`src/rtl/rom_stream_reader_pkg.sv`:
```
// -----------------------------------------------------------------------------
// rom_stream_pkg
// Shared definitions for the ROM stream reader slice:
//   - default address/data widths and output buffer depth
//   - sequencer state encoding (IDLE / ISSUE / DRAIN)
//   - occupancy counter width helper (holds 0..depth inclusive)
// -----------------------------------------------------------------------------
package rom_stream_pkg;

   localparam int ADDR_W_DEF     = 8;
   localparam int DATA_W_DEF     = 8;
   localparam int FIFO_DEPTH_DEF = 4;

   // Occupancy counters must represent "completely full", hence the extra bit.
   localparam int CNT_W = $clog2(FIFO_DEPTH_DEF) + 1;

   typedef enum logic [1:0] {
      IDLE  = 2'd0,
      ISSUE = 2'd1,
      DRAIN = 2'd2
   } state_t;

   // Counter width for an arbitrary buffer depth (same rule as CNT_W).
   function automatic int cnt_width(input int depth);
      return $clog2(depth) + 1;
   endfunction

endpackage

```
`src/rtl/rom_stream_reader_if.sv`:
```
// -----------------------------------------------------------------------------
// rom_stream_if
// valid/ready stream carrying ROM read data downstream.
//   valid : data word present (driven by master)
//   data  : DATA_W payload     (driven by master)
//   ready : sink accepts       (driven by slave)
// A beat transfers in any cycle where valid and ready are both high.
// -----------------------------------------------------------------------------
interface rom_stream_if
   import rom_stream_pkg::*;
#(
   parameter int DATA_W = DATA_W_DEF
) ();

   logic              valid;
   logic [DATA_W-1:0] data;
   logic              ready;

   modport master (output valid, output data, input ready);
   modport slave  (input valid, input data, output ready);

endinterface

```
`src/rtl/rom_stream_reader_fifo.sv`:
```
// -----------------------------------------------------------------------------
// rom_stream_fifo
// Synchronous FIFO whose head sits in a dedicated output register, so rd_data
// and the not-empty indication come straight from flops.
//   clk, rst_n : clock, asynchronous active-low reset
//   wr_en      : push wr_data (may coincide with a pop when full)
//   wr_data    : WIDTH-bit write data
//   rd_en      : pop the head (ignored when empty)
//   rd_data    : registered head word, stable until popped
//   full       : count == DEPTH
//   empty      : count == 0
//   count      : number of stored words, head included
// Storage: one head register plus DEPTH-1 body entries. A write into an empty
// body that coincides with a free head bypasses straight into the head.
// -----------------------------------------------------------------------------
module rom_stream_fifo
   import rom_stream_pkg::*;
#(
   parameter int DEPTH = FIFO_DEPTH_DEF,
   parameter int WIDTH = DATA_W_DEF,
   localparam int CW   = cnt_width(DEPTH)
) (
   input  logic             clk,
   input  logic             rst_n,
   input  logic             wr_en,
   input  logic [WIDTH-1:0] wr_data,
   input  logic             rd_en,
   output logic [WIDTH-1:0] rd_data,
   output logic             full,
   output logic             empty,
   output logic [CW-1:0]    count
);

   localparam int BODY = DEPTH - 1;
   localparam int PW   = (BODY > 1) ? $clog2(BODY) : 1;

   logic [WIDTH-1:0] body [BODY];
   logic [PW-1:0]    head_q, tail_q;
   logic [CW-1:0]    count_q;
   logic             q_valid_q;
   logic [WIDTH-1:0] q_data_q;

   logic          pop;
   logic [CW-1:0] body_cnt;
   logic          body_empty;
   logic          q_load;
   logic          bypass;
   logic          body_push;
   logic          body_pop;

   function automatic logic [PW-1:0] ptr_inc(input logic [PW-1:0] p);
      return (p == PW'(BODY - 1)) ? '0 : p + PW'(1);
   endfunction

   // NOTE: every signal driven here gets a default before any condition;
   // a path that leaves one unassigned would infer a latch.
   always_comb begin
      pop        = 1'b0;
      body_cnt   = '0;
      body_empty = 1'b1;
      q_load     = 1'b0;
      bypass     = 1'b0;
      body_push  = 1'b0;
      body_pop   = 1'b0;

      pop        = rd_en & q_valid_q;
      body_cnt   = count_q - CW'(q_valid_q);
      body_empty = (body_cnt == '0);
      // Head register can take a new word when empty or being popped.
      q_load     = ~q_valid_q | pop;
      bypass     = q_load & body_empty & wr_en;
      body_push  = wr_en & ~bypass;
      body_pop   = q_load & ~body_empty;
   end

   // NOTE: state registers use non-blocking assignments so every flop samples
   // pre-edge values regardless of statement order.
   always_ff @(posedge clk or negedge rst_n) begin
      if (!rst_n) begin
         head_q    <= '0;
         tail_q    <= '0;
         count_q   <= '0;
         q_valid_q <= 1'b0;
         q_data_q  <= '0;
      end else begin
         if (q_load) begin
            if (!body_empty) begin
               q_data_q  <= body[head_q];
               q_valid_q <= 1'b1;
            end else if (wr_en) begin
               q_data_q  <= wr_data;
               q_valid_q <= 1'b1;
            end else begin
               q_valid_q <= 1'b0;
            end
         end

         if (body_pop)  head_q <= ptr_inc(head_q);
         if (body_push) tail_q <= ptr_inc(tail_q);

         unique case ({wr_en, pop})
            2'b10:   count_q <= count_q + CW'(1);
            2'b01:   count_q <= count_q - CW'(1);
            default: count_q <= count_q;
         endcase
      end
   end

   // NOTE: the body array carries no reset; occupancy is tracked by the reset
   // pointers and count, so stale contents are never observed.
   always_ff @(posedge clk) begin
      if (body_push) body[tail_q] <= wr_data;
   end

   assign rd_data = q_data_q;
   assign empty   = ~q_valid_q;
   assign full    = (count_q == CW'(DEPTH));
   assign count   = count_q;

endmodule

```
`src/rtl/rom_stream_reader.sv`:
```
// -----------------------------------------------------------------------------
// rom_stream_reader
// Address sequencer in front of a ROM with RD_LAT cycles of read latency.
// A start command sweeps base_addr .. base_addr+length-1 (wrapping modulo
// 2^ADDR_W) onto rom_addr and streams the returned words downstream.
//   clk, rst_n : clock, asynchronous active-low reset
//   start      : command strobe, sampled only while idle
//   base_addr  : first address of the window (latched on start)
//   length     : number of words 0..2^ADDR_W (latched on start)
//   busy       : command in progress (cycle after start .. done)
//   done       : one-cycle end-of-command pulse
//   rom_addr   : registered ROM address
//   rom_dout   : ROM read data
//   m          : valid/ready output stream (master side)
// Parameters: RD_LAT in 0..2; FIFO_DEPTH a power of two >= RD_LAT+2.
// Flow control: an address is only issued when the buffer is guaranteed a
// slot for it, counting words already buffered plus reads still in flight,
// so backpressure can never drop a read.
// -----------------------------------------------------------------------------
module rom_stream_reader
   import rom_stream_pkg::*;
#(
   parameter int ADDR_W     = ADDR_W_DEF,
   parameter int DATA_W     = DATA_W_DEF,
   parameter int RD_LAT     = 1,
   parameter int FIFO_DEPTH = FIFO_DEPTH_DEF
) (
   input  logic              clk,
   input  logic              rst_n,
   input  logic              start,
   input  logic [ADDR_W-1:0] base_addr,
   input  logic [ADDR_W:0]   length,
   output logic              busy,
   output logic              done,
   output logic [ADDR_W-1:0] rom_addr,
   input  logic [DATA_W-1:0] rom_dout,
   rom_stream_if.master      m
);

   localparam int CW = cnt_width(FIFO_DEPTH);
   localparam int OW = CW + 1;
   localparam int RW = ADDR_W + 1;

   state_t            state_q, state_d;
   logic [ADDR_W-1:0] addr_q, addr_d;
   logic [RW-1:0]     remain_q, remain_d;     // addresses still to issue
   logic              addr_valid_q, addr_valid_d;  // rom_addr is a real read
   logic              busy_q, busy_d;
   logic              done_q, done_d;

   // tag[0] marks the read presented this cycle; tag[i] marks the read
   // presented i cycles ago. tag[RD_LAT] is the one whose data is on rom_dout.
   logic [RD_LAT:0]   tag;
   logic [CW-1:0]     in_flight;

   logic              fifo_wr;
   logic              fifo_full;
   logic              fifo_empty;
   logic [CW-1:0]     fifo_count;
   logic [DATA_W-1:0] fifo_rd_data;
   logic              pop;
   logic [OW-1:0]     occupancy;
   logic              credit_ok;
   logic              drain_done;

   generate
      if (RD_LAT == 0) begin : g_no_lat
         assign tag = addr_valid_q;
      end else begin : g_lat
         logic [RD_LAT-1:0] sr_q;
         always_ff @(posedge clk or negedge rst_n) begin
            if (!rst_n) begin
               sr_q <= '0;
            end else begin
               sr_q[0] <= addr_valid_q;
               for (int i = 1; i < RD_LAT; i++) sr_q[i] <= sr_q[i-1];
            end
         end
         assign tag = {sr_q, addr_valid_q};
      end
   endgenerate

   assign fifo_wr = tag[RD_LAT];

   rom_stream_fifo #(
      .DEPTH (FIFO_DEPTH),
      .WIDTH (DATA_W)
   ) u_fifo (
      .clk     (clk),
      .rst_n   (rst_n),
      .wr_en   (fifo_wr),
      .wr_data (rom_dout),
      .rd_en   (m.ready),
      .rd_data (fifo_rd_data),
      .full    (fifo_full),
      .empty   (fifo_empty),
      .count   (fifo_count)
   );

   assign m.valid = ~fifo_empty;
   assign m.data  = fifo_rd_data;
   assign pop     = ~fifo_empty & m.ready;

   always_comb begin
      in_flight  = '0;
      occupancy  = '0;
      credit_ok  = 1'b0;
      drain_done = 1'b0;

      for (int i = 0; i <= RD_LAT; i++) in_flight = in_flight + CW'(tag[i]);

      // A pop at this edge frees a slot before the next address lands, which
      // is what keeps a minimum-depth buffer streaming at one word per cycle.
      occupancy  = OW'(fifo_count) + OW'(in_flight) - OW'(pop);
      credit_ok  = (occupancy < OW'(FIFO_DEPTH)) & ~(fifo_full & ~pop);

      // Last beat is leaving (or already gone) and nothing else is coming.
      drain_done = (in_flight == '0) &&
                   (fifo_empty || ((fifo_count == CW'(1)) && pop));
   end

   always_comb begin
      state_d      = state_q;
      addr_d       = addr_q;
      remain_d     = remain_q;
      addr_valid_d = 1'b0;
      busy_d       = busy_q;
      done_d       = 1'b0;

      unique case (state_q)
         IDLE: begin
            if (start) begin
               if (length != '0) begin
                  state_d      = ISSUE;
                  addr_d       = base_addr;
                  remain_d     = length - RW'(1);
                  addr_valid_d = 1'b1;
                  busy_d       = 1'b1;
               end else begin
                  done_d = 1'b1;
               end
            end
         end

         ISSUE: begin
            if (remain_q == '0) begin
               state_d = DRAIN;
            end else if (credit_ok) begin
               addr_d       = addr_q + ADDR_W'(1);
               addr_valid_d = 1'b1;
               remain_d     = remain_q - RW'(1);
               if (remain_q == RW'(1)) state_d = DRAIN;
            end
         end

         DRAIN: begin
            if (drain_done) begin
               state_d = IDLE;
               busy_d  = 1'b0;
               done_d  = 1'b1;
            end
         end

         default: begin
            state_d = IDLE;
            busy_d  = 1'b0;
         end
      endcase
   end

   always_ff @(posedge clk or negedge rst_n) begin
      if (!rst_n) begin
         state_q      <= IDLE;
         addr_q       <= '0;
         remain_q     <= '0;
         addr_valid_q <= 1'b0;
         busy_q       <= 1'b0;
         done_q       <= 1'b0;
      end else begin
         state_q      <= state_d;
         addr_q       <= addr_d;
         remain_q     <= remain_d;
         addr_valid_q <= addr_valid_d;
         busy_q       <= busy_d;
         done_q       <= done_d;
      end
   end

   assign rom_addr = addr_q;
   assign busy     = busy_q;
   assign done     = done_q;

endmodule

```
`src/flat_wrapper.sv`:
```
// flat-port wrapper written by rule: the top's interface ports become plain ports
module rom_stream_reader_flat import rom_stream_pkg::*;
#(
   parameter int ADDR_W     = ADDR_W_DEF,
   parameter int DATA_W     = DATA_W_DEF,
   parameter int RD_LAT     = 1,
   parameter int FIFO_DEPTH = FIFO_DEPTH_DEF
)
  (clk, rst_n, start, base_addr, length, busy, done, rom_addr, rom_dout, m_valid, m_data, m_ready);
  rom_stream_if #(.DATA_W(DATA_W)) m_i ();
  input  logic clk;
  input  logic rst_n;
  input  logic start;
  input  logic [ADDR_W-1:0] base_addr;
  input  logic [ADDR_W:0] length;
  output logic busy;
  output logic done;
  output logic [ADDR_W-1:0] rom_addr;
  input  logic [DATA_W-1:0] rom_dout;
  output wire logic [$bits(m_i.valid)-1:0] m_valid;
  output wire logic [$bits(m_i.data)-1:0] m_data;
  input wire logic [$bits(m_i.ready)-1:0] m_ready;
  assign m_valid = m_i.valid;
  assign m_data = m_i.data;
  assign m_i.ready = m_ready;
  rom_stream_reader #(.ADDR_W(ADDR_W), .DATA_W(DATA_W), .RD_LAT(RD_LAT), .FIFO_DEPTH(FIFO_DEPTH)) u_core (.clk(clk), .rst_n(rst_n), .start(start), .base_addr(base_addr), .length(length), .busy(busy), .done(done), .rom_addr(rom_addr), .rom_dout(rom_dout), .m(m_i));
endmodule
```
`config.mk`:
```
export PLATFORM = sky130hd
export DESIGN_NAME = rom_stream_reader_flat
export DESIGN_NICKNAME = d
export VERILOG_FILES = /design/src/rtl/rom_stream_reader_pkg.sv /design/src/rtl/rom_stream_reader_if.sv /design/src/rtl/rom_stream_reader_fifo.sv /design/src/rtl/rom_stream_reader.sv /design/src/flat_wrapper.sv
export SDC_FILE = /design/constraint.sdc
export NUM_CORES = 1
export LEC_CHECK = 0
export CAP_MARGIN = 10
export CORE_UTILIZATION = 35
export CTS_BUF_LIST = sky130_fd_sc_hd__clkbuf_8 sky130_fd_sc_hd__clkbuf_16
export CTS_CLUSTER_DIAMETER = 100
export DETAILED_ROUTE_END_ITERATION = 8
export GPL_TIMING_DRIVEN = 0
export SLEW_MARGIN = 20
export SYNTH_ARGS = -nofsm -noshare
export SYNTH_HDL_FRONTEND = slang
export SYNTH_SLANG_ARGS = --single-unit
```
`constraint.sdc`:
```
create_clock -name clk -period 5.4 [get_ports clk]
set_input_delay 1.08 -clock clk [delete_from_list [all_inputs] [get_ports clk]]
set_output_delay 1.08 -clock clk [all_outputs]
set_load 0.05 [all_outputs]
```
# Yosys cells after proc, flatten, opt, wreduce, memory -nomap -nowiden
# Memories as Yosys holds them, arrays and structs flattened.
# Cells that the tools add are included.
# totals
reg_bits	39
ramBits	24
input_bits	29
output_inout_bits	19
wordCells	109
memories	1
# classes
add_sub_neg	11
n_lt_le_gt_ge	1
n_eq_ne	17
n_mux	39
n_bitwise	14
reduce_logical	14
# mem_list
memory	depth	width	rd	rd_clocked_by_memory_dff	write_ports	line_no	source
u_core.u_fifo.body	3	8	1	0	1	rom_stream_reader_fifo.sv:37	logic [WIDTH-1:0] body [BODY];
# ops
cell	n
8-bit 2-to-1 mux	6
9-bit 2-to-1 mux	4
9-bit one-hot mux with 2 select lines	1
9-bit by 1-bit subtractor with 9-bit output, second input constant	2
2-bit 2-to-1 mux	8
8-bit one-hot mux with 2 select lines	1
1-bit 2-to-1 mux	14
5-bit AND reduction	2
9-bit by 1-bit equality test with 1-bit output, second input constant	1
9-bit zero test	1
9-bit nonzero test	1
8-bit by 1-bit adder with 8-bit output, second input constant	1
2-bit equality test, second input constant	4
2-bit by 1-bit inequality test with 1-bit output, second input constant	4
1-bit AND	7
3-bit zero test	2
3-bit by 1-bit inequality test with 1-bit output, second input constant	2
1-bit inverter	6
2-bit one-hot mux with 3 select lines	1
3-bit one-hot mux with 2 select lines	1
2-bit by 1-bit adder with 2-bit output, second input constant	2
3-bit by 3-bit adder with 4-bit output	1
2-bit by 1-bit equality test with 1-bit output, second input constant	2
4-bit by 3-bit < comparator with 1-bit output, second input constant	1
17 further kinds	21

# Longest topological paths before layout
# Gate-level depths: netlist (run 1).
# logic_depth
ltp_word	8
mapped_depth	12
ltp_nobuf	11

# Hierarchy
# Synthesis (run 1) repeated with hierarchy kept, for this count alone.
# unflattened
hier_cells	312
hier_area_um2	3370.7
# modules_own_cells
mod	instances	cells_per_inst	area_each_um2	seq_area_each_um2
rom_stream_fifo	1	116	1729.2	1121.1
rom_stream_reader	1	196	1641.6	575.6

# Least setup slack after synthesis (run 1)
# OpenSTA, ideal clock, no wires.
# synth_path
path_type	input port to flip-flop
from	input port length[3]
to	register u_core.remain_q[8]
setup_time_ns	0.126
arrival_ns	2.634
required_time_ns	5.274
slack_ns	2.640
stages	6
path_buffers	0
cell_sequence	or3_4 -> nor4_2 -> nand2b_1 -> nor2_1 -> or2_2 -> a221o_1
# synth_via
elab_chain_cells	4
word_cells_on_any_way	7
cone_classes	add/sub: 1; eq/ne: 1; mux: 3; reduce/logical: 2
# synth_rtl
item	line_no	source
from (decl)	flat_wrapper.sv:15	input logic [ADDR_W:0] length;
9-bit by 1-bit subtractor with 9-bit output	rom_stream_reader.sv:136	remain_d = length - RW'(1);
9-bit 2-to-1 mux	rom_stream_reader.sv:133	if (length != '0) begin
9-bit 2-to-1 mux	rom_stream_reader.sv:132	if (start) begin
9-bit one-hot mux with 2 select lines	rom_stream_reader.sv:130	unique case (state_q)
to (signal assigned)	rom_stream_reader.sv:182	remain_q <= remain_d;
to (decl)	rom_stream_reader.sv:46	logic [RW-1:0] remain_q, remain_d;
# Several ways; a longest one is shown, not always the timed one. The select of a mux whose other input is x is not followed.
# A chain may end at the register's enable or synchronous reset.

# Final worst setup path (run 1)
# layout_path
from	input port length[0]
to	register u_core.remain_q[2]
# Same word-level chain as after synthesis.

==> run metrics, run 1 <==
sequential area share after synthesis approximately 50%; initial antenna violation count 0; wire per inst 14.8 µm; Syn-to-layout area delta 26.2%; # setup viols final 0; Hold Violations, Final 0; flip-flop and latch count after synthesis 63; Hold Path Sink u_core.fifo_wr$_DFF_PN0_; routability cong. approximately 0.86; Via density 5.14; Core ar. approximately 9300 µm²; fraction of registers with async set/reset about three fifths; Setup CP Type primary input to flop; r2r endpoint u_core.rom_addr[5]$_DFFE_PN0P_; leakage approximately 1.7 nW; CTS tree done; CTS root buf clkbuf_8; Crit. End Element flop; Pwr per Cell Area between 500 and 600 nW/µm²; Final Max Tran Viols 0; Buffers on Ports between 40 and 50; Primary FF master, synth dfrtp_1; CP required 5610 ps; Synth warnings 0; outcome complete, no violations; Yosys top cell by area dfrtp_1; buffer levels on the longest clock path 2; number of global-route vias before repair approximately 2800; final instance area about 4300 µm²; Fin Setup TNS 0 ps; Post-Syn Area ~3400 µm²; die area just over 10000 µm²; worst reg2reg setup slack 2410 ps; worst r2r src u_core.fifo_wr$_DFF_PN0_; worst hold path class flop to flop; FP Rows 35; min cycle time layout roughly 3300 ps; Die Height 101 µm; Peak VDD IR roughly 330 µV; Synth Net Count around 370; H-tree depth 3; buffer count from post-CTS setup fixing 0; Detailed Route Iter0 Violations about 130; number of flops mapped to enable cells by yosys 24; Hold Path Origin u_core.addr_valid_q$_DFF_PN0_; placed instance area roughly 4000 µm²; first-pass GRT wire length between 10000 and 15000 µm; share of cells above drive strength 1 about a tenth; Clock Skew 11.2 ps; dpl hpwl around 5600 µm; Synth area leaders dfrtp_1, edfxtp_1, ha_1; synthesized area per cell roughly 10 µm²; clock sink count 63; I/O pin cnt 48; total CTS buffers 9; gr usage total ~17%; post-CTS sizing 0; width of the die 101 µm; WL final between 7000 and 8000 µm; Filler cells 892; most frequent cells in the layout clkdlybuf4s50_1, dfrtp_1, nand2_1, o21ai_0, edfxtp_1; Final ANT Viol Nets 0; Clock Pin Slew Worst Setup and Hold Paths ~70 ps; crit start category primary input; Initial Util 36.5%; FMAX 0.306 GHz; R2R depth 12; Ant. Diodes 0; drt first pass iters 4; via count between 2000 and 3000; total gr overflow 0; cells after synthesis ~330; CP Data Arrival Time approximately 3500 ps; period utilisation layout 60.5%; drt drc 0; worst-path fanout max 10; worst slew pin tran about 810 ps; commonest non-fill, non-tap cell in the layout clkdlybuf4s50_1; largest net degree at the start of global routing 31; Synth top area share 28.7%; # Max-Cap Violations 0; Cells on Worst Hold Path 0; unrepaired setup endpoints after global routing false; Final Net Count between 400 and 500; synth unique cells approximately 50; CTS Hold Bufs 0; Slew HR between 40% and 50%; Skew-Pair Late Insertion Delay between 300 and 400 ps
-- final cells by class --
type                            count  area (µm²)  area share [%]
Inverter                           18        67.6            1.57
Buffer                             15        62.6            1.46
Sequential cell                    63        1700            39.5
Clock buffer                        9         124            2.89
Clock inverter                      7        97.6            2.27
Timing Repair Buffer               49         493            11.5
Multi-Input combinational cell    231        1590            37.0
Tap cell                          129         161            3.76
-- worst max path at each step --
| stage | startpoint | end | slack (ps) | cells after the start |
|---|---|---|---|---|
| after floorplan | length[3] | u_core.remain_q[8]$_DFFE_PN0P_ | 2640 | 6 |
| after global placement | m_ready | u_core.u_fifo.body[1][4]$_DFFE_PP_ | 1710 | 4 |
| after detailed placement | length[0] | u_core.rom_addr[2]$_DFFE_PN0P_ | 1820 | 10 |
| after CTS | length[0] | u_core.rom_addr[2]$_DFFE_PN0P_ | 2170 | 10 |
| after global routing | length[0] | u_core.remain_q[2]$_DFFE_PN0P_ | 1940 | 10 |
| final | length[0] | u_core.remain_q[2]$_DFFE_PN0P_ | 2130 | 10 |
-- power breakdown --
part           leakage (nW)  internal, mW  switching (mW)
combinational         0.911         0.497           0.747
clock                 0.105         0.260           0.190
sequential            0.695         0.656           0.129
total                  1.71          1.41            1.07
-- per-stage QoR --
stage | cells | utilization, % | power (mW) | worst slack [ps] | hold slack [ps]
6_report | 521 | 46.0 | 2.48 | 2130 | 413
5_1_grt | 521 | 46.0 | 2.66 | 1940 | 450
4_1_cts | 521 | 46.0 | 2.50 | 2170 | 425
3_5_place_dp | 505 | 43.6 | 2.04 | 1820 | 412
3_3_place_gp | 503 | 43.2 | 2.01 | 1710 | 395
2_1_floorplan | 327 | - | 1.67 | 2640 | 378
-- layer usage --
layer	vias up	track usage, %	share of wire (%)
li1	1310	-	-
met1	1302	22.3	48
met2	61	26.7	47
met3	7	5.20	4.3
met4	0	6.13	1.0
met5	-	0	0
-- cell families (layout without fill, tap and decap cells) --
kind of cell | count (synthesis) | count (layout) | synth area share (%)
compound gates | 90 | 90 | 17.4
buf+inv | 33 | 98 | 3.82
flops | 63 | 63 | 49.9
fa+ha+maj | 17 | 17 | 6.11
mux | 20 | 20 | 5.99
xor+xnor | 12 | 12 | 3.09
simple gates | 92 | 92 | 13.7
-- cell usage after synthesis, types with 2 or more instances --
| master | count |
|---|---|
| dfrtp_1 | 39 |
| a31oi_1 | 3 |
| o21ai_0 | 28 |
| nand2b_1 | 4 |
| and2_1 | 2 |
| o2bb2ai_1 | 11 |
| nand2_1 | 33 |
| maj3_1 | 2 |
| xor2_1 | 5 |
| or3_1 | 4 |
| a22oi_1 | 2 |
| mux2i_1 | 17 |
| o221ai_1 | 5 |
| nor3_1 | 17 |
| inv_1 | 18 |
| or3_4 | 2 |
| mux2_2 | 3 |
| nor3b_1 | 5 |
| or2_2 | 4 |
| ha_1 | 15 |
| nor2_1 | 9 |
| buf_2 | 2 |
| clkbuf_1 | 11 |
| o211ai_1 | 2 |
| a21o_1 | 3 |
| nor4_1 | 2 |
| edfxtp_1 | 24 |
| a21oi_1 | 23 |
| xnor2_1 | 7 |
| nand3_1 | 6 |
-- sequential cells by signal (all words and copies together) (netlist names) --
signal	flops
u_core.u_fifo.count	3
u_core.u_fifo.body	24
u_core.remain_q	9
u_core.busy	1
u_core.state_q	2
u_core.fifo_wr	1
u_core.u_fifo.head_q	2
u_core.u_fifo.tail_q	2
u_core.addr_valid_q	1
u_core.rom_addr	8
u_core.done	1
u_core.u_fifo.rd_data	8
u_core.u_fifo.q_valid_q	1
-- worst max-delay path, stage by stage --
cell and delay [ps]:
clkdlybuf4s50_1 490, inv_1 70, ha_1 240, nand2b_1 140, nor4_2 60, nand2b_1 210, nor2_1 410, clkbuf_1 410
o221ai_1 200, o2bb2ai_1 160
(Power assumes the default switching activity.)
==> inputs of run 2 (changes only) <==
==> constraint.sdc (replaced) <==
create_clock -name clk -period 2.8 [get_ports clk]
set_input_delay 0.56 -clock clk [delete_from_list [all_inputs] [get_ports clk]]
set_output_delay 0.56 -clock clk [all_outputs]
set_load 0.05 [all_outputs]
==> run metrics, run 2 (synthesized netlist as in run 1, its figures left out) <==
outcome complete, no violations; switching power ~2.1 mW; most used cell, CP ha_1; CP Data Arrival Time approximately 2900 ps; delay of the slowest critical-path stage about 400 ps; via count about 2700; clock power share 17.6%; I/O pin cnt 48; largest net degree at the start of global routing 31; first-pass GRT wire length approximately 13000 µm; period utilisation layout roughly 95%; Core ar. ~9300 µm²; Skew-Pair Late Insertion Delay 340 ps; worst-path fanout max 7; Final Max Tran Viols 0; leakage 1.75 nW; routability cong. ~0.86; CTS tree done; worst slew pin tran between 800 and 900 ps; max FFs per register 24; Cell Int Power approximately 2.9 mW; Syn-to-layout area delta 28.4%; Die Height 101 µm; min cycle time layout ~2700 ps; clock sink count 63; worst hold path class primary input to asynchronous set/reset pin; placed instance area 4070 µm²; crit path cell chain buf_4 -> inv_1 -> ha_1 -> nand3b_1 -> ha_1 -> nand2_1 -> a21oi_1 -> or3_4 -> a21oi_4 -> o21ai_4 -> a221o_1; Clock Skew 10.7 ps; Slew HR 43.4%; Comb power frac between 50 and 60%; dpl hpwl approximately 5600 µm; # Max-Cap Violations 0; H-tree depth 3; Ant. Diodes 0; share of cells above drive strength 1 12.6%; CP required between 3000 and 4000 ps; Critical Path Slowest Stage Cell dfrtp_1; post-layout util between 40% and 50%; Filler cells just under 900; commonest non-fill, non-tap cell in the layout clkdlybuf4s50_1; wire per inst roughly 15 µm; Hold Violations, Final 0; WL final approximately 8000 µm; width of the die 101 µm; Sw Ratio between 40% and 50%; number of global-route vias before repair around 2800; drt first pass iters 4; CTS Hold Bufs 0; Sequential Power Share around 31%; gr usage total approximately 17%; CTS root buf clkbuf_8; buffer levels on the longest clock path 2; Final ANT Viol Nets 0; Via density 5.18; total gr overflow 0; # setup viols final 0; Initial Util between 30 and 40%; Buffers on Ports 47; FP Rows 35; crit start category flop; Setup CP Type flop to flop; Detailed Route Iter0 Violations about 140; Crit. End Element flop; total CTS buffers 9; FMAX about 0.38 GHz; final instance area around 4400 µm²; unrepaired setup endpoints after global routing false; most frequent cells in the layout clkdlybuf4s50_1, dfrtp_1, nand2_1, o21ai_0, edfxtp_1; Peak VDD IR approximately 640 µV; drt drc 0; Final Net Count 437; Largest Register u_core.u_fifo.body; die area between 10000 and 15000 µm²; Pwr per Cell Area around 1100 nW/µm²; Top Registers u_core.u_fifo.body x24, u_core.remain_q x9; Clock Pin Slew Worst Setup and Hold Paths about 70 ps; initial antenna violation count 0
-- run 2: cell count changes in the layout (fill, tap and decap cells not counted) --
cell      before  now
clkbuf_1      11   10
nor2_1         9    8
inv_2          0    1
buf_2          3    2
inv_1         18   17
nor2_2         0    1
buf_4          2    7
ha_2           0    1
o221ai_2       0    1
ha_1          15   14
buf_6          0    3
o221ai_1       5    4
-- run 2: worst paths after layout --
path	slack [ps]	cells after the start	start	endpoint
min in group clk	420	0	u_core.addr_valid_q$_DFF_PN0_	u_core.fifo_wr$_DFF_PN0_
min reg2reg	420	0	u_core.addr_valid_q$_DFF_PN0_	u_core.fifo_wr$_DFF_PN0_
min	90	1	rst_n	u_core.rom_addr[2]$_DFFE_PN0P_
max reg2reg	150	11	u_core.addr_valid_q$_DFF_PN0_	u_core.remain_q[8]$_DFFE_PN0P_
max	150	11	u_core.addr_valid_q$_DFF_PN0_	u_core.remain_q[8]$_DFFE_PN0P_
max in group asynchronous	2260	2	rst_n	u_core.u_fifo.count[2]$_DFFE_PN0P_
-- run 2: layout make-up --
type	instances	area [µm²]	share of cell area, %
well taps	129	161	3.70
clock buffers	9	124	2.84
repair buffers	55	538	12.3
flip-flops and latches	63	1700	38.9
multi-input cells	231	1600	36.7
clock inverters	7	97.6	2.23
plain buffers	15	80.1	1.83
inverters	18	67.6	1.55
-- run 2: per-layer routing --
metal,vias up,GRT usage (%),part of all wire (%)
met4,0,5.80,1.1
li1,1326,-,-
met1,1319,22.3,46
met5,-,0,0
met2,78,26.8,48
met3,9,5.20,5.0
-- run 2: critical path, delay by kind of cell, from the launching register on --
| family | cells | cell delay, ps |
|---|---|---|
| AOI/OAI and AO/OA | 4 | 780 |
| and+or+nand+nor | 3 | 650 |
| adders and majority gates | 2 | 510 |
| DFF | 1 | 400 |
| buffers and inverters | 2 | 180 |
-- run 2: power groups by stage --
stage                     combinational (mW)  clock, mW  sequential, mW
final                                   2.57      0.871            1.52
after global routing                    2.82      0.930            1.56
after CTS                               2.50      0.886            1.52
after global placement                  2.35          0            1.52
after detailed placement                2.40          0            1.53
after floorplan                         1.33          0            1.88
-- run 2: timing repair --
item / CTS / global route
pin swaps: 3 / 6
gates resized for setup: 3 / 9
cloned: 0 / 1
endpoints found under the hold margin: 0 / 0
setup buffers: 3 / 2
setup endpoints to repair: 16 / 17
-- run 2: per-stage QoR --
| stage | TNS [ps] | instances | power (mW) | hold WS, ps | worst slack (ps) |
|---|---|---|---|---|---|
| after floorplan | 0 | 327 | 3.22 | 264 | 122 |
| after global placement | -9110 | 503 | 3.88 | 395 | -372 |
| after detailed placement | -3150 | 505 | 3.93 | 412 | -261 |
| after CTS | 0 | 524 | 4.90 | 85.7 | 2.95 |
| after global routing | 0 | 527 | 5.31 | 83.9 | 9.19 |
| final | 0 | 527 | 4.96 | 91.3 | 148 |
==> inputs of run 3 (changes only) <==
--- a/config.mk
+++ b/config.mk
@@ -14,4 +14,5 @@
 export SLEW_MARGIN = 20
 export SYNTH_ARGS = -nofsm -noshare
 export SYNTH_HDL_FRONTEND = slang
+export SYNTH_HIERARCHICAL = 1
 export SYNTH_SLANG_ARGS = --single-unit
==> run metrics, run 3 <==
Largest Register u_core/u_fifo/body; Final Net Count between 400 and 500; Via density 4.85; crit start category flop; Final Max Tran Viols 0; H-tree depth 3; number of flops mapped to enable cells by yosys 24; leakage 1.73 nW; dpl hpwl 5170 µm; width of the die around 100 µm; worst setup margin ~160 ps; FF/Latch Area 1700 µm²; largest net degree at the start of global routing 30; die area between 10000 and 15000 µm²; Die Height approximately 100 µm; Primary FF master, synth dfrtp_1; Buffers on Ports 47; drt drc 0; Detailed Route Iter0 Violations 93; Hold Violations, Final 0; initial antenna violation count 0; Clock Pin Slew Worst Setup and Hold Paths roughly 80 ps; CP required slightly above 3000 ps; synth unique cells 48; via count 2471; worst-path fanout max 10; CTS root buf clkbuf_8; Filler cells 917; number of global-route vias before repair ~2500; first-pass GRT wire length 12000 µm; sequential area share after synthesis between 50% and 60%; Skew-Pair Late Insertion Delay between 300 and 400 ps; Synth area leaders dfrtp_1, edfxtp_1, ha_1; Synth Net Count about 350; Synth warnings 6; # Max-Cap Violations 0; total gr overflow 0; Clock Skew between 10 and 15 ps; max FFs per register 24; Pwr per Cell Area between 1000 and 1500 nW/µm²; most frequent cells in the layout clkdlybuf4s50_1, dfrtp_1, nand2_1, nor2_1, edfxtp_1; FMAX approximately 0.38 GHz; Setup CP Type flop to flop; post-layout util a little under half; Peak VDD IR between 500 and 600 µV; Finished Layout Cells roughly 510; met1 usage between 20% and 30%; wire per inst between 10 and 15 µm; fraction of registers with async set/reset about three fifths; min cycle time layout 2640 ps; synthesized area per cell approximately 11 µm²; cell with the most instances after synthesis dfrtp_1; buffer levels on the longest clock path 2; Core ar. 9280 µm²; total CTS buffers 9; # setup viols final 0; FP Rows 35; commonest non-fill, non-tap cell in the layout clkdlybuf4s50_1; CP Data Arrival Time roughly 2900 ps; clock sink count 63; M2 GR Usage 25.7%; Post-Syn Area ~3400 µm²; Initial Util between 30% and 40%; most common library cells after synthesis dfrtp_1, nand2_1, nor2_1; flip-flop and latch count after synthesis 63; I/O pin cnt 48; outcome complete, no violations; Final ANT Viol Nets 0; Synth top area share approximately 29%; gr usage total 15.6%; WL final ~7300 µm; period utilisation layout between 90% and 100%; Crit. End Element flop; worst slack at placement -486 ps; Top Registers u_core/u_fifo/body x24, u_core/remain_q x9; worst hold path class primary input to asynchronous set/reset pin; drt first pass iters 4; routability cong. about 0.8; GRT busiest layer met2; Multi-input gate area around 1600 µm²; Yosys top cell by area dfrtp_1; placed cells 489; Slew HR a little under half; worst slew pin tran around 800 ps; CTS tree done; Syn-to-layout area delta 27.5%; cells after synthesis 312; share of cells above drive strength 1 roughly 15%; Pwr Total 5.36 mW; CTS Hold Bufs 0; Ant. Diodes 0; M3 GR Usage just over 4%
==> run 3: changes by cell type after synthesis, sizes merged, moves of 6 or more <==
| cell | before | now |
|---|---|---|
| a21oi | 24 | 18 |
| clkbuf | 11 | 3 |
| mux2i | 17 | 9 |
| nor2 | 9 | 27 |
| nor3 | 17 | 11 |
| o2bb2ai | 11 | 0 |
| xor2 | 5 | 12 |
==> run 3: per-layer routing <==
layer | share of wire [%] | vias up
met5 | 0 | -
met4 | 0.63 | 0
met3 | 4.4 | 5
met2 | 48 | 60
met1 | 47 | 1169
li1 | - | 1237
==> run 3: worst max-delay path, cell delays in order (launching register included) <==
cell and delay [ps]:
dfrtp_1 400, ha_1 200, inv_1 50, ha_1 210, inv_1 60, ha_1 210
and3b_1 210, o211ai_1 280, o41ai_4 130, buf_4 160, a31oi_4 290, buf_6 200
o21ai_0 110
==> run 3: cell families (layout without fill, tap and decap cells) <==
| kind of cell | count (synthesis) | count (layout) | share of synthesized area (%) |
|---|---|---|---|
| simple gates | 103 | 103 | 15.4 |
| compound gates | 67 | 67 | 14.6 |
| flops | 63 | 63 | 50.3 |
| buf+inv | 30 | 98 | 4.12 |
| xor+xnor | 19 | 19 | 5.16 |
| mux | 17 | 17 | 5.35 |
| fa+ha+maj | 13 | 13 | 5.05 |
==> run 3: worst paths after layout <==
kind	startpoint	to	slack (ps)	cells after the start
min in group clk	u_core/addr_valid_q$_DFF_PN0_	u_core/fifo_wr$_DFF_PN0_	410	0
max in group asynchronous	rst_n	u_core/u_fifo/rd_data[4]$_DFFE_PN0P_	2250	2
worst min register to register	u_core/addr_valid_q$_DFF_PN0_	u_core/fifo_wr$_DFF_PN0_	410	0
worst min-delay path	rst_n	u_core/rom_addr[7]$_DFFE_PN0P_	90	1
worst max-delay path	u_core/addr_valid_q$_DFF_PN0_	u_core/rom_addr[5]$_DFFE_PN0P_	160	12
worst max register to register	u_core/addr_valid_q$_DFF_PN0_	u_core/rom_addr[5]$_DFFE_PN0P_	160	12
==> run 3: power breakdown <==
group / switching, mW / internal [mW]
combinational: 1.71 / 1.18
sequential: 0.271 / 1.28
clock: 0.404 / 0.513
==> run 3: cell type report <==
| cell class | count | share of cell area [%] |
|---|---|---|
| timing repair buffer | 52 | 12.1 |
| tap | 129 | 3.76 |
| clock buffer | 9 | 2.88 |
| inverter | 21 | 1.83 |
| multi-input combinational | 219 | 36.1 |
| clock inverter | 7 | 2.45 |
| sequential | 63 | 39.5 |
| buffer | 9 | 1.40 |
==> run 3: metrics by stage <==
stage	hold WS (ps)	cell area (µm²)	setup TNS [ps]
after CTS	91.0	4270	0
after global routing	95.6	4300	-2.12
final	93.5	4300	0
after detailed placement	400	4020	-5050
after global placement	394	4000	-7390
after floorplan	264	3370	0
==> run 3: what timing repair did <==
action / 4_1_cts / 5_1_grt
buffers inserted: 1 / 1
gates cloned: 0 / 2
resized for setup: 1 / 5
pin swaps: 3 / 2
setup endpoints to repair: 2 / 20
